## config.mk

```make
export PLATFORM = sky130hd
export DESIGN_NAME = crc_stream_engine
export DESIGN_NICKNAME = d
export VERILOG_FILES = /design/src/rtl/crc_pkg.sv /design/src/rtl/crc_byte_step.sv /design/src/rtl/crc_stream_engine.sv
export SDC_FILE = /design/constraint.sdc
export NUM_CORES = 1
export LEC_CHECK = 0
export BUFFER_PORTS_ARGS = -buffer_cell sky130_fd_sc_hd__buf_2
export CAP_MARGIN = 0
export CORE_MARGIN = 2
export CORE_UTILIZATION = 52
export DETAILED_ROUTE_END_ITERATION = 10
export PLACE_DENSITY = 0.86
export SYNTH_ARGS = -nofsm -noshare
export SYNTH_HDL_FRONTEND = slang
export SYNTH_SLANG_ARGS = --single-unit
```

## constraint.sdc

```tcl
create_clock -name clk -period 6.85 [get_ports clk]
set_clock_uncertainty 0.05 [all_clocks]
set_input_delay 1.37 -clock clk [delete_from_list [all_inputs] [get_ports clk]]
set_output_delay 1.37 -clock clk [all_outputs]
set_load 0.05 [all_outputs]
```

## src/rtl/crc_pkg.sv

```systemverilog
// rtl/crc_pkg.sv - shared CRC constants, FSM state type and bit-reflection helper
// Ships the CRC-32 (Ethernet FCS) and CRC-16/CCITT-FALSE parameter sets.
package crc_pkg;

  localparam logic [31:0] CRC32_POLY    = 32'h04C11DB7;
  localparam logic [31:0] CRC32_INIT    = 32'hFFFFFFFF;
  localparam logic [31:0] CRC32_XOR_OUT = 32'hFFFFFFFF;
  localparam bit          CRC32_REFIN   = 1'b1;
  localparam bit          CRC32_REFOUT  = 1'b1;
  localparam logic [31:0] CRC32_RESIDUE = 32'h2144DF1C;

  localparam logic [31:0] CRC16_POLY    = 32'h00001021;
  localparam logic [31:0] CRC16_INIT    = 32'h0000FFFF;
  localparam logic [31:0] CRC16_XOR_OUT = 32'h00000000;
  localparam bit          CRC16_REFIN   = 1'b0;
  localparam bit          CRC16_REFOUT  = 1'b0;
  localparam logic [31:0] CRC16_RESIDUE = 32'h00000000;

  typedef enum logic [1:0] {
    ST_IDLE   = 2'd0,
    ST_RUN    = 2'd1,
    ST_RESULT = 2'd2
  } state_e;

  // Mirrors the low n bits of v; bits at n and above come back as zero.
  function automatic logic [31:0] reflect_n(input logic [31:0] v, input int n);
    logic [31:0] r;
    r = '0;
    for (int i = 0; i < 32; i++) begin
      if (i < n) r[5'(i)] = v[5'(n - 1 - i)];
    end
    return r;
  endfunction

endpackage

```

## src/rtl/crc_byte_step.sv

```systemverilog
// rtl/crc_byte_step.sv - folds one byte into a CRC register (combinational)
// Bits enter an MSB-first shift register; REFIN chooses which end of the byte goes first.
module crc_byte_step #(
  parameter int          CRC_W = 32,
  parameter logic [31:0] POLY  = 32'h04C11DB7,
  parameter bit          REFIN = 1'b1
) (
  input  logic [CRC_W-1:0] crc_i,
  input  logic [7:0]       byte_i,
  input  logic             en_i,
  output logic [CRC_W-1:0] crc_o
);

  logic [CRC_W-1:0] c;
  logic             bit_in;
  logic             fb;

  always_comb begin
    c      = crc_i;
    bit_in = 1'b0;
    fb     = 1'b0;
    for (int b = 0; b < 8; b++) begin
      bit_in = REFIN ? byte_i[3'(b)] : byte_i[3'(7 - b)];
      fb     = c[CRC_W-1] ^ bit_in;
      c      = {c[CRC_W-2:0], 1'b0} ^ (fb ? POLY[CRC_W-1:0] : '0);
    end
    crc_o = en_i ? c : crc_i;
  end

endmodule

```

## src/rtl/crc_stream_engine.sv

```systemverilog
// rtl/crc_stream_engine.sv - streaming CRC generator/checker with held result channel
// One crc_byte_step per byte lane is chained so a whole beat is absorbed every clock.
module crc_stream_engine
  import crc_pkg::*;
#(
  parameter int          CRC_W   = 32,
  parameter logic [31:0] POLY    = CRC32_POLY,
  parameter logic [31:0] INIT    = CRC32_INIT,
  parameter logic [31:0] XOR_OUT = CRC32_XOR_OUT,
  parameter bit          REFIN   = CRC32_REFIN,
  parameter bit          REFOUT  = CRC32_REFOUT,
  parameter int          DATA_W  = 32,
  parameter logic [31:0] RESIDUE = CRC32_RESIDUE
) (
  input  logic                  clk,
  input  logic                  rst_n,
  input  logic                  clr_i,
  input  logic                  s_valid_i,
  output logic                  s_ready_o,
  input  logic [DATA_W-1:0]     s_data_i,
  input  logic [DATA_W/8-1:0]   s_keep_i,
  input  logic                  s_last_i,
  output logic                  m_valid_o,
  input  logic                  m_ready_i,
  output logic [CRC_W-1:0]      m_crc_o,
  output logic                  m_ok_o,
  output logic [15:0]           m_bytes_o
);

  localparam int LANES = DATA_W / 8;

  state_e           state_q, state_d;
  logic [CRC_W-1:0] crc_q, crc_d;
  logic [CRC_W-1:0] res_crc_q, res_crc_d;
  logic             res_ok_q, res_ok_d;
  logic [15:0]      cnt_q, cnt_d;
  logic [15:0]      res_bytes_q, res_bytes_d;
  logic [16:0]      cnt_sum;
  logic [15:0]      cnt_acc;
  logic             accept;
  logic [CRC_W-1:0] chain [LANES+1];
  logic [31:0]      crc_ext;
  logic [31:0]      crc_refl;
  logic [CRC_W-1:0] crc_final;
  logic             refl_parity;

  assign chain[0] = crc_q;

  for (genvar g = 0; g < LANES; g++) begin : g_lane
    crc_byte_step #(
      .CRC_W (CRC_W),
      .POLY  (POLY),
      .REFIN (REFIN)
    ) u_step (
      .crc_i  (chain[g]),
      .byte_i (s_data_i[8*g +: 8]),
      .en_i   (s_keep_i[g]),
      .crc_o  (chain[g+1])
    );
  end

  assign s_ready_o = (state_q != ST_RESULT) | m_ready_i;
  assign accept    = s_valid_i & s_ready_o;
  assign m_valid_o = (state_q == ST_RESULT);
  assign m_crc_o   = res_crc_q;
  assign m_ok_o    = res_ok_q;
  assign m_bytes_o = res_bytes_q;

  // Widest register is 32 bits; narrower CRCs are reflected in the low bits only.
  always_comb begin
    crc_ext                = '0;
    crc_ext[CRC_W-1:0]     = chain[LANES];
    crc_refl               = REFOUT ? reflect_n(crc_ext, CRC_W) : crc_ext;
    crc_final              = crc_refl[CRC_W-1:0] ^ XOR_OUT[CRC_W-1:0];
    refl_parity            = ^crc_refl;
  end

  always_comb begin
    cnt_sum = {1'b0, cnt_q} + 17'($countones(s_keep_i));
    cnt_acc = cnt_sum[16] ? 16'hFFFF : cnt_sum[15:0];
  end

  always_comb begin
    state_d     = state_q;
    crc_d       = crc_q;
    cnt_d       = cnt_q;
    res_crc_d   = res_crc_q;
    res_ok_d    = res_ok_q;
    res_bytes_d = res_bytes_q;
    if (clr_i) begin
      state_d = ST_IDLE;
      crc_d   = INIT[CRC_W-1:0];
      cnt_d   = '0;
    end else if (accept) begin
      if (s_last_i) begin
        // Register reloads INIT here so a following frame can start on the next beat.
        state_d     = ST_RESULT;
        crc_d       = INIT[CRC_W-1:0];
        cnt_d       = '0;
        res_crc_d   = crc_final;
        res_ok_d    = (crc_final == RESIDUE[CRC_W-1:0]);
        res_bytes_d = cnt_acc;
      end else begin
        state_d = ST_RUN;
        crc_d   = chain[LANES];
        cnt_d   = cnt_acc;
      end
    end else if (state_q == ST_RESULT && m_ready_i) begin
      state_d = ST_IDLE;
    end
  end

  always_ff @(posedge clk or negedge rst_n) begin
    if (!rst_n) begin
      state_q     <= ST_IDLE;
      crc_q       <= INIT[CRC_W-1:0];
      cnt_q       <= '0;
      res_crc_q   <= '0;
      res_ok_q    <= 1'b0;
      res_bytes_q <= '0;
    end else begin
      state_q     <= state_d;
      crc_q       <= crc_d;
      cnt_q       <= cnt_d;
      res_crc_q   <= res_crc_d;
      res_ok_q    <= res_ok_d;
      res_bytes_q <= res_bytes_d;
    end
  end

  logic unused_refl;
  assign unused_refl = refl_parity;

endmodule

```

==> results of run 1 <==
-- logic make-up (layout without fill, tap and decap cells) --
family	count (synthesis)	after routing	share of synthesized area, %
adder cells (fa/ha/maj)	4	4	3.30
AND/OR/NAND/NOR	70	70	17.5
flip-flops	35	35	39.8
XOR/XNOR	8	8	3.18
AO/OA/AOI/OAI	67	67	19.8
other	1	17	0.170
buffers and inverters	52	63	15.8
multiplexers	1	1	0.455
-- registers in the layout (all words and copies together), names as in the netlist --
name       cells
m_crc_o        1
m_bytes_o     16
cnt_q         16
state_q        2
-- per-layer routing --
layer	track usage (%)	up-vias	part of all wire [%]
met3	5.85	7	8.1
met5	0	-	0
li1	-	826	-
met1	25.0	821	43
met4	8.71	0	1.4
met2	29.7	77	47
-- worst max-delay path, delay by kind of cell --
family | cells | cell delay (ns)
adders and majority gates | 3 | 1.24
buffers and inverters | 3 | 0.25
and+or+nand+nor | 4 | 1.48
AOI/OAI and AO/OA | 1 | 0.22
-- power groups by stage --
stage	Combinational (W)	Clock, W	Sequential (W)
2_1_floorplan	0.0000698	0	0.000294
3_3_place_gp	0.000150	0	0.000237
3_5_place_dp	0.000153	0	0.000238
4_1_cts	0.000153	0.000172	0.000234
5_1_grt	0.000162	0.000183	0.000237
6_report	0.000152	0.000169	0.000233
-- cell type report --
| type | instances | area [sq um] | area share [%] |
|---|---|---|---|
| multi-input cells | 167 | 1040 | 44.3 |
| well taps | 50 | 62.6 | 2.67 |
| flip-flops and latches | 35 | 876 | 37.4 |
| clock inverters | 1 | 7.51 | 0.320 |
| inverters | 11 | 41.3 | 1.76 |
| repair buffers | 44 | 223 | 9.50 |
| clock buffers | 7 | 96.3 | 4.11 |
-- cells in the final DEF, fill, tap and decap left out, types with 2 or more instances in the layout --
cell,netlist,layout
fa_1,3,3
a31oi_1,9,9
a22o_1,6,6
nand4_1,3,3
nor3_1,4,4
inv_1,11,11
clkbuf_8,0,7
dfrtp_1,35,35
o21ai_0,25,25
buf_2,5,43
xor2_1,4,4
a21o_1,6,6
o21ai_2,2,2
nand2b_1,3,3
xnor2_1,4,4
nor2_1,24,24
nand2_1,18,18
conb_1,1,17
nor2b_1,2,2
a21oi_1,10,10
and3_2,2,2
-- path summary, 6_finish.rpt --
kind                                       to  depth (start not counted)
worst max-delay path                 cnt_q[1]                         11
worst min-delay path            m_bytes_o[14]                          2
worst max register to register       cnt_q[1]                          9
worst min register to register  m_bytes_o[14]                          2
max in group asynchronous       m_bytes_o[14]                          1
min in group asynchronous        m_bytes_o[6]                          1
-- metrics by stage --
stage	worst slack (ns)	util [%]	power, W
3_3_place_gp	2.33	55.6	0.000387
3_5_place_dp	2.21	55.6	0.000391
5_1_grt	2.28	58.2	0.000582
6_report	2.43	58.2	0.000554
2_1_floorplan	3.05	-	0.000364
4_1_cts	2.51	58.2	0.000559
==> reports/results.txt, run 1 <==
Seq/Total Area, Yosys: 39.8%
Largest stage delay, worst path: 0.99 ns
Final #Nets: 310
FF+latch count, synth: 35
Ys async rst share: 100%
GP Congestion: 0.751
TritonCTS Sinks: 35
Pwr dens: 237 mW/mm^2
Most numerous cell in the Yosys netlist: dfrtp_1
Crit path DAT: 4.56 ns
Drt drc: 0
Leakage: 1.12 nW
Post-Syn Instances: 238
Clock power frac: 30.5%
IO buf count: 43
Core box area: 0.00403 sq mm
Critical Path Most Common Cell: fa_1
Slew margin rel.: 15.8%
Setup violators final: 0
Switching pwr: 0.000205 W
R2R setup slack: 3.79 ns
DR vias/cell: 5.50
GR Overflow Total: 0
Pin count of the biggest net entering global routing: 36
Power Internal: 0.000349 W
Worst Setup SP: s_keep_i[0]
Final HPWL DP: 3060 um
Initial core utilization: 54.6%
Die width: 69.1 um
Post-placement cell count: 307
RSZ-0062 raised after global routing: false
Critical path type: in -> reg
Fin crit share: 64.5%
CP max FO: 11
Core Rows: 23
Vias in the first global route: 1582
Top FF cell, synth: dfrtp_1
Hold Fails Final Rpt: 0
CTS HTree Levels: 2
Netlist cell types: 47
Ports: 93
Tot GR Track Use: 19.3%
CP Capture Type: register
Crit path cell chain: buf_2 -> fa_1 -> inv_1 -> fa_1 -> inv_1 -> fa_1 -> and4_4 -> nand2_4 -> nor3_1 -> nor2_1 -> o21ai_0
Reg power frac: 42.1%
Setup TNS: 0 ns
Status: complete, no violations
Die height: 69.1 um
Fmax: 226 MHz
Clk slew on worst S/H paths: 0.07 ns
Post-route ant nets: 0
Tmin final: 4.42 ns
Hold_buf cts: 0
Worst R2R Start: cnt_q[0]
Layout area overhead: 6.48%
TritonCTS clock tree: done
Fill count: 350
Post-synth top cells: 35 x dfrtp_1, 33 x buf_4, 25 x o21ai_0, 24 x nor2_1, 18 x nand2_1
Critical Path Start Type: input pin
HP Class: reg -> reg
Antenna violations before repair: 0
Vias: 1731
Routed Wire Length: 4310 um
CP required: 7.00 ns
Top cell type's share of synthesized area: 39.8%
Worst vdd ir: 0.000100 V
YS warnings: 0
Clock root buffer master: clkbuf_8
Synth area leader: dfrtp_1
Diodes inserted: 0
Worst path slowest cell: nor3_1
Max cap viols: 0
Dpl cell area: 0.00224 sq mm
Number of setup buffers added after CTS: 0
Post-Layout Cell Count: 315
Hold wc startpoint: m_bytes_o[14]
Sw Ratio: 37.0%
Fin. max-slew vios: 0
First-pass GRT wire length: 7380 um
Worst-Skew Late Latency: 0.30 ns
Top post-synthesis cells by area: dfrtp_1 40%, buf_4 11%, o21ai_0 5.7%, nor2_1 4.1%, nand2_1 3.1%
Drt first-iter violations: 174
Syn_area_per_cell: 9.25 sq um
Initial DRT Pass Iterations: 4
Worst-Margin Slew: 1.25 ns
Minimum hold slack: 0.440 ns
Design area: 0.00234 sq mm
Mean routed wirelength per cell: 13.7 um
Post-synth EDFFs: 0
Number of buffers created by CTS: 5
CTS Buffer Depth: 2
Combinational power share: 27.5%
Netlist Area Pre-Place: 0.00220 sq mm
Share of layout cells above drive strength 1: 24.9%
DIE AREA: 0.00477 sq mm
CTS resizes: 0
Note: power is estimated with default switching activity, not from simulation.
==> run 2, diff against run 1 <==
CORE_UTILIZATION = 48   (was 52)
PLACE_DENSITY = 0.8   (was 0.86)
clock period = 4.63 ns   (was 6.85 ns; I/O delays follow)
==> run 2 against run 1 <==
  * Register-to-register slack worse by 1.9 ns
  * Worst setup slack worse by 1.4 ns
  * Utilization down 4.9 points
  * Hold slack got worse by 0.00079 ns
  * First-iteration DRC count decreased by 35%
  * Non-clock buffer count rose by 1
  * Clock power up 33%
  * Routed wire length fell by 1.6%
  * Critical endpoint is now cnt_q[4]
==> reports/results.txt, run 2 (synthesis results as in run 1) <==
CP Capture Type: register
Fill count: 425
Initial DRT Pass Iterations: 4
Worst path slowest cell: fa_1
Most common cell after layout, fill and taps aside: buf_2
Share of layout cells above drive strength 1: 24.9%
Initial core utilization: 50.2%
Hold_buf cts: 0
Worst-Skew Late Latency: 0.29 ns
Final HPWL DP: 3010 um
Slew margin rel.: 26.5%
Final core utilization: 53.3%
HP Class: reg -> reg
Drt drc: 0
Routed Wire Length: 4240 um
CP max FO: 6
Fin crit share: 78.1%
Post-route ant nets: 0
Most frequent cells in the layout: 43 x buf_2, 35 x dfrtp_1, 25 x o21ai_0
CTS Buffer Depth: 2
Final #Nets: 311
DIE AREA: 0.00514 sq mm
Number of buffers created by CTS: 5
Worst-Margin Slew: 1.10 ns
Clock root buffer master: clkbuf_8
Design area: 0.00234 sq mm
TritonCTS Sinks: 35
Core box area: 0.00438 sq mm
Combinational power share: 28.2%
Ports: 93
Tmin final: 3.61 ns
Largest stage delay, worst path: 0.53 ns
Pin count of the biggest net entering global routing: 36
Clk slew on worst S/H paths: 0.07 ns
Leakage: 1.12 nW
Reg area: 876 sq um
Die width: 71.7 um
Status: complete, no violations
GR Overflow Total: 0
First-pass GRT wire length: 6930 um
CTS HTree Levels: 2
Clock power frac: 28.3%
Fin. max-slew vios: 0
CTS resizes: 0
Core Rows: 24
RSZ-0062 raised after global routing: false
DR vias/cell: 5.33
GP Congestion: 0.876
IO buf count: 43
Setup TNS: 0 ns
Switching pwr: 0.000295 W
Critical Path Most Common Cell: fa_1
Crit path DAT: 3.76 ns
Fmax: 277 MHz
Number of setup buffers added after CTS: 0
Minimum hold slack: 0.439 ns
Pwr dens: 339 mW/mm^2
Layout area overhead: 6.20%
Vias: 1690
Max cap viols: 0
Dpl cell area: 0.00225 sq mm
Antenna violations before repair: 0
Critical path type: in -> reg
CP required: 4.78 ns
Multi-input gate area: 0.00104 sq mm
Vias in the first global route: 1517
Setup violators final: 0
Drt first-iter violations: 113
Mean routed wirelength per cell: 13.4 um
Hold Fails Final Rpt: 0
Worst Path Buf+Inv: 4
CP top delay family: adder cells
Sw Ratio: 37.2%
Crit path cell chain: buf_2 -> fa_1 -> inv_1 -> fa_1 -> inv_1 -> fa_1 -> and4_4 -> nand2_4 -> nor3_1 -> buf_4 -> o21ai_0 -> o21ai_0
Die height: 71.7 um
Diodes inserted: 0
Reg power frac: 43.5%
Worst vdd ir: 0.000115 V
Critical Path Start Type: input pin
Tot GR Track Use: 17.2%
TritonCTS clock tree: done
Power Internal: 0.000498 W
==> run 2: cell count changes in the layout (fill, tap and decap cells not counted) <==
cell / change
buf_4: +1
clkbuf_8: -1
clkinv_2: +1
clkinvlp_4: -1
==> run 2: power groups by stage <==
stage	logic [W]	clock network [W]	registers, W
after floorplan	0.000103	0	0.000435
after global placement	0.000223	0	0.000350
after detailed placement	0.000225	0	0.000351
after CTS	0.000225	0.000228	0.000346
after global routing	0.000239	0.000243	0.000348
final	0.000224	0.000224	0.000345
==> run 2: cell type report <==
cell class | instances | area share, %
multi-input combinational | 167 | 44.4
sequential | 35 | 37.5
timing repair buffer | 45 | 9.85
clock buffer | 6 | 3.53
tap | 52 | 2.78
inverter | 11 | 1.77
clock inverter | 1 | 0.214
==> run 2: metrics by stage <==
| step | setup WS [ns] | instances | total power [W] |
|---|---|---|---|
| 4_1_cts | 1.01 | 317 | 0.000799 |
| 5_1_grt | 0.794 | 317 | 0.000830 |
| 6_report | 1.02 | 317 | 0.000793 |
| 2_1_floorplan | 1.27 | 254 | 0.000539 |
| 3_5_place_dp | 0.708 | 310 | 0.000576 |
| 3_3_place_gp | 0.815 | 310 | 0.000573 |
==> run 2: routing by layer <==
metal	vias to the layer above	share of wire (%)	track usage, %	routed length (um)
met3	10	5.3	3.94	226
met2	46	49	29.5	2070
met1	808	44	20.7	1860
li1	826	-	-	-
met5	-	0	0	0
met4	0	1.9	7.13	82
==> run 2: final timing paths <==
path / end / start / slack (ns) / cells past startpoint
max: cnt_q[4] / s_keep_i[0] / 1.02 / 12
min: m_bytes_o[14] / m_bytes_o[14] / 0.44 / 2
max reg2reg: cnt_q[4] / cnt_q[0] / 1.89 / 10
min reg2reg: m_bytes_o[14] / m_bytes_o[14] / 0.44 / 2
max in group asynchronous: cnt_q[2] / rst_n / 3.36 / 1
min in group asynchronous: m_bytes_o[4] / rst_n / 0.67 / 1
==> run 2: worst reg2reg max path, stage by stage, from the launching register on <==
cell and delay, ns:
dfrtp_1 0.34, inv_1 0.08, fa_1 0.41, inv_1 0.08, fa_1 0.30, and4_4 0.31, nand2_4 0.07, nor3_1 0.50
buf_4 0.26, o21ai_0 0.10, o21ai_0 0.16
==> run 3, diff against run 2 <==
clock period = 3.4 ns   (was 4.63 ns; I/O delays follow)
==> run 3 against run 2 <==
  * Sequential cell count unchanged
  * Clock-buffer cell count up 1
  * Sequential power up 36%
  * Utilization up 0.37 points
  * Power up 34%
  * Critical path depth down 1
  * Cell count up 1.3%
  * Final area up 0.70%
  * Clock power up 27%
  * Global-route usage up 0.29 points
  * First-iteration DRC count up 44%
  * Routed wire length up 1.0%
  * Highest routed layer unchanged
==> reports/results.txt, run 3 (synthesis results as in run 1) <==
Worst-Skew Late Latency: 0.29 ns
Most frequent cells in the layout: 43 x buf_2, 35 x dfrtp_1, 25 x o21ai_0
Post-route ant nets: 0
Critical Path Start Type: input pin
Hold_buf cts: 0
Die height: 71.7 um
Clock root buffer master: clkbuf_8
Clk slew on worst S/H paths: 0.07 ns
GP Congestion: 0.890
Post-placement cell count: 313
Setup TNS: 0 ns
Max cap viols: 0
Worst path slowest cell: fa_1
Number of setup buffers added after CTS: 0
Final HPWL DP: 3080 um
Leakage: 1.13 nW
Initial core utilization: 50.2%
CP Capture Type: register
Critical Path Most Common Cell: fa_1
Die width: 71.7 um
GR Overflow Total: 0
Fill count: 398
Critical path type: in -> reg
CP max FO: 10
Tot GR Track Use: 17.5%
Fin. max-slew vios: 0
Final #Nets: 314
Core Rows: 24
Initial DRT Pass Iterations: 4
Crit path DAT: 3.20 ns
Hold Fails Final Rpt: 0
Worst vdd ir: 0.000157 V
CP required: 3.54 ns
Diodes inserted: 0
TritonCTS clock tree: done
Status: complete, no violations
Fin crit share: 89.8%
First-pass GRT wire length: 6990 um
Drt first-iter violations: 163
CTS resizes: 0
RSZ-0062 raised after global routing: false
Layout area overhead: 6.94%
Antenna violations before repair: 0
Mean routed wirelength per cell: 13.3 um
Fmax: 327 MHz
Setup violators final: 0
R2R setup slack: 1.02 ns
Core box area: 0.00438 sq mm
Routed Wire Length: 4280 um
Tmin final: 3.05 ns
Worst-Margin Slew: 0.787 ns
Design Power: 0.00106 W
Reg2Reg Depth: 9
TritonCTS Sinks: 35
Most common cell after layout, fill and taps aside: buf_2
CTS HTree Levels: 2
HP Class: in -> async
Pwr dens: 452 mW/mm^2
Worst R2R Start: cnt_q[0]
Vias: 1706
Largest stage delay, worst path: 0.54 ns
Post-Layout Cell Count: 321
DIE AREA: 0.00514 sq mm
Reg-to-reg endpoint: m_bytes_o[15]
DR vias/cell: 5.31
Pin count of the biggest net entering global routing: 36
Share of layout cells above drive strength 1: 25.3%
Drt drc: 0
IO buf count: 43
Vias in the first global route: 1538
Ports: 93
Number of buffers created by CTS: 5
Crit path cell chain: buf_2 -> fa_1 -> inv_1 -> fa_1 -> inv_1 -> fa_1 -> and4_4 -> nand2_4 -> or3_4 -> and3_1 -> o31ai_2
Slew margin rel.: 47.5%
CTS Buffer Depth: 2
run 3: cell count changes in the layout (fill, tap and decap cells not counted), sizes merged:
| cell | before | now |
|---|---|---|
| buf | 45 | 48 |
| clkbuf | 6 | 7 |
run 3: final cells by class:
class / instances / area [sq um] / share of cell area [%]
clock buffers: 7 / 76.3 / 3.24
inverters: 11 / 41.3 / 1.75
repair buffers: 48 / 253 / 10.7
well taps: 52 / 65.1 / 2.76
clock inverters: 1 / 5.00 / 0.213
flip-flops and latches: 35 / 876 / 37.2
multi-input cells: 167 / 1040 / 44.1
run 3: metrics by stage:
| stage | utilization [%] | hold slack (ns) | setup WS (ns) | cell area, sq um |
|---|---|---|---|---|
| 6_report | 53.7 | 0.422 | 0.347 | 2350 |
| 5_1_grt | 53.7 | 0.470 | 0.268 | 2350 |
| 4_1_cts | 53.7 | 0.443 | 0.342 | 2350 |
| 3_5_place_dp | 51.8 | 0.426 | 0.0607 | 2270 |
| 3_3_place_gp | 51.8 | 0.412 | 0.116 | 2270 |
| 2_1_floorplan | - | 0.334 | 0.287 | 2260 |
run 3: per-layer routing:
layer,track usage (%),vias to the layer above,routed length (um)
met4,6.71,0,63
met1,21.0,810,1810
met5,0,-,0
met2,29.4,53,2170
met3,5.20,9,238
li1,-,834,-
run 3: critical path, delay by kind of cell:
kind / cells / cell delay (ns)
AO/OA/AOI/OAI: 1 / 0.16
adder cells (fa/ha/maj): 3 / 1.13
buffers and inverters: 3 / 0.25
AND/OR/NAND/NOR: 4 / 0.98
run 3: worst max-delay path by stage:
stage | start | endpoint | slack, ns | cells past startpoint
final | s_keep_i[0] | m_bytes_o[15] | 0.35 | 11
after global routing | s_keep_i[0] | m_bytes_o[15] | 0.27 | 11
after CTS | s_keep_i[0] | m_bytes_o[15] | 0.34 | 11
after detailed placement | s_keep_i[0] | m_bytes_o[15] | 0.06 | 11
after global placement | s_keep_i[0] | m_bytes_o[15] | 0.12 | 11
after floorplan | s_keep_i[0] | cnt_q[0] | 0.29 | 11
run 3: where the power goes:
part	switching (W)	total [W]	internal, W
logic	0.000239	0.000308	0.0000693
registers	0.0000178	0.000470	0.000452
clock network	0.000142	0.000285	0.000144
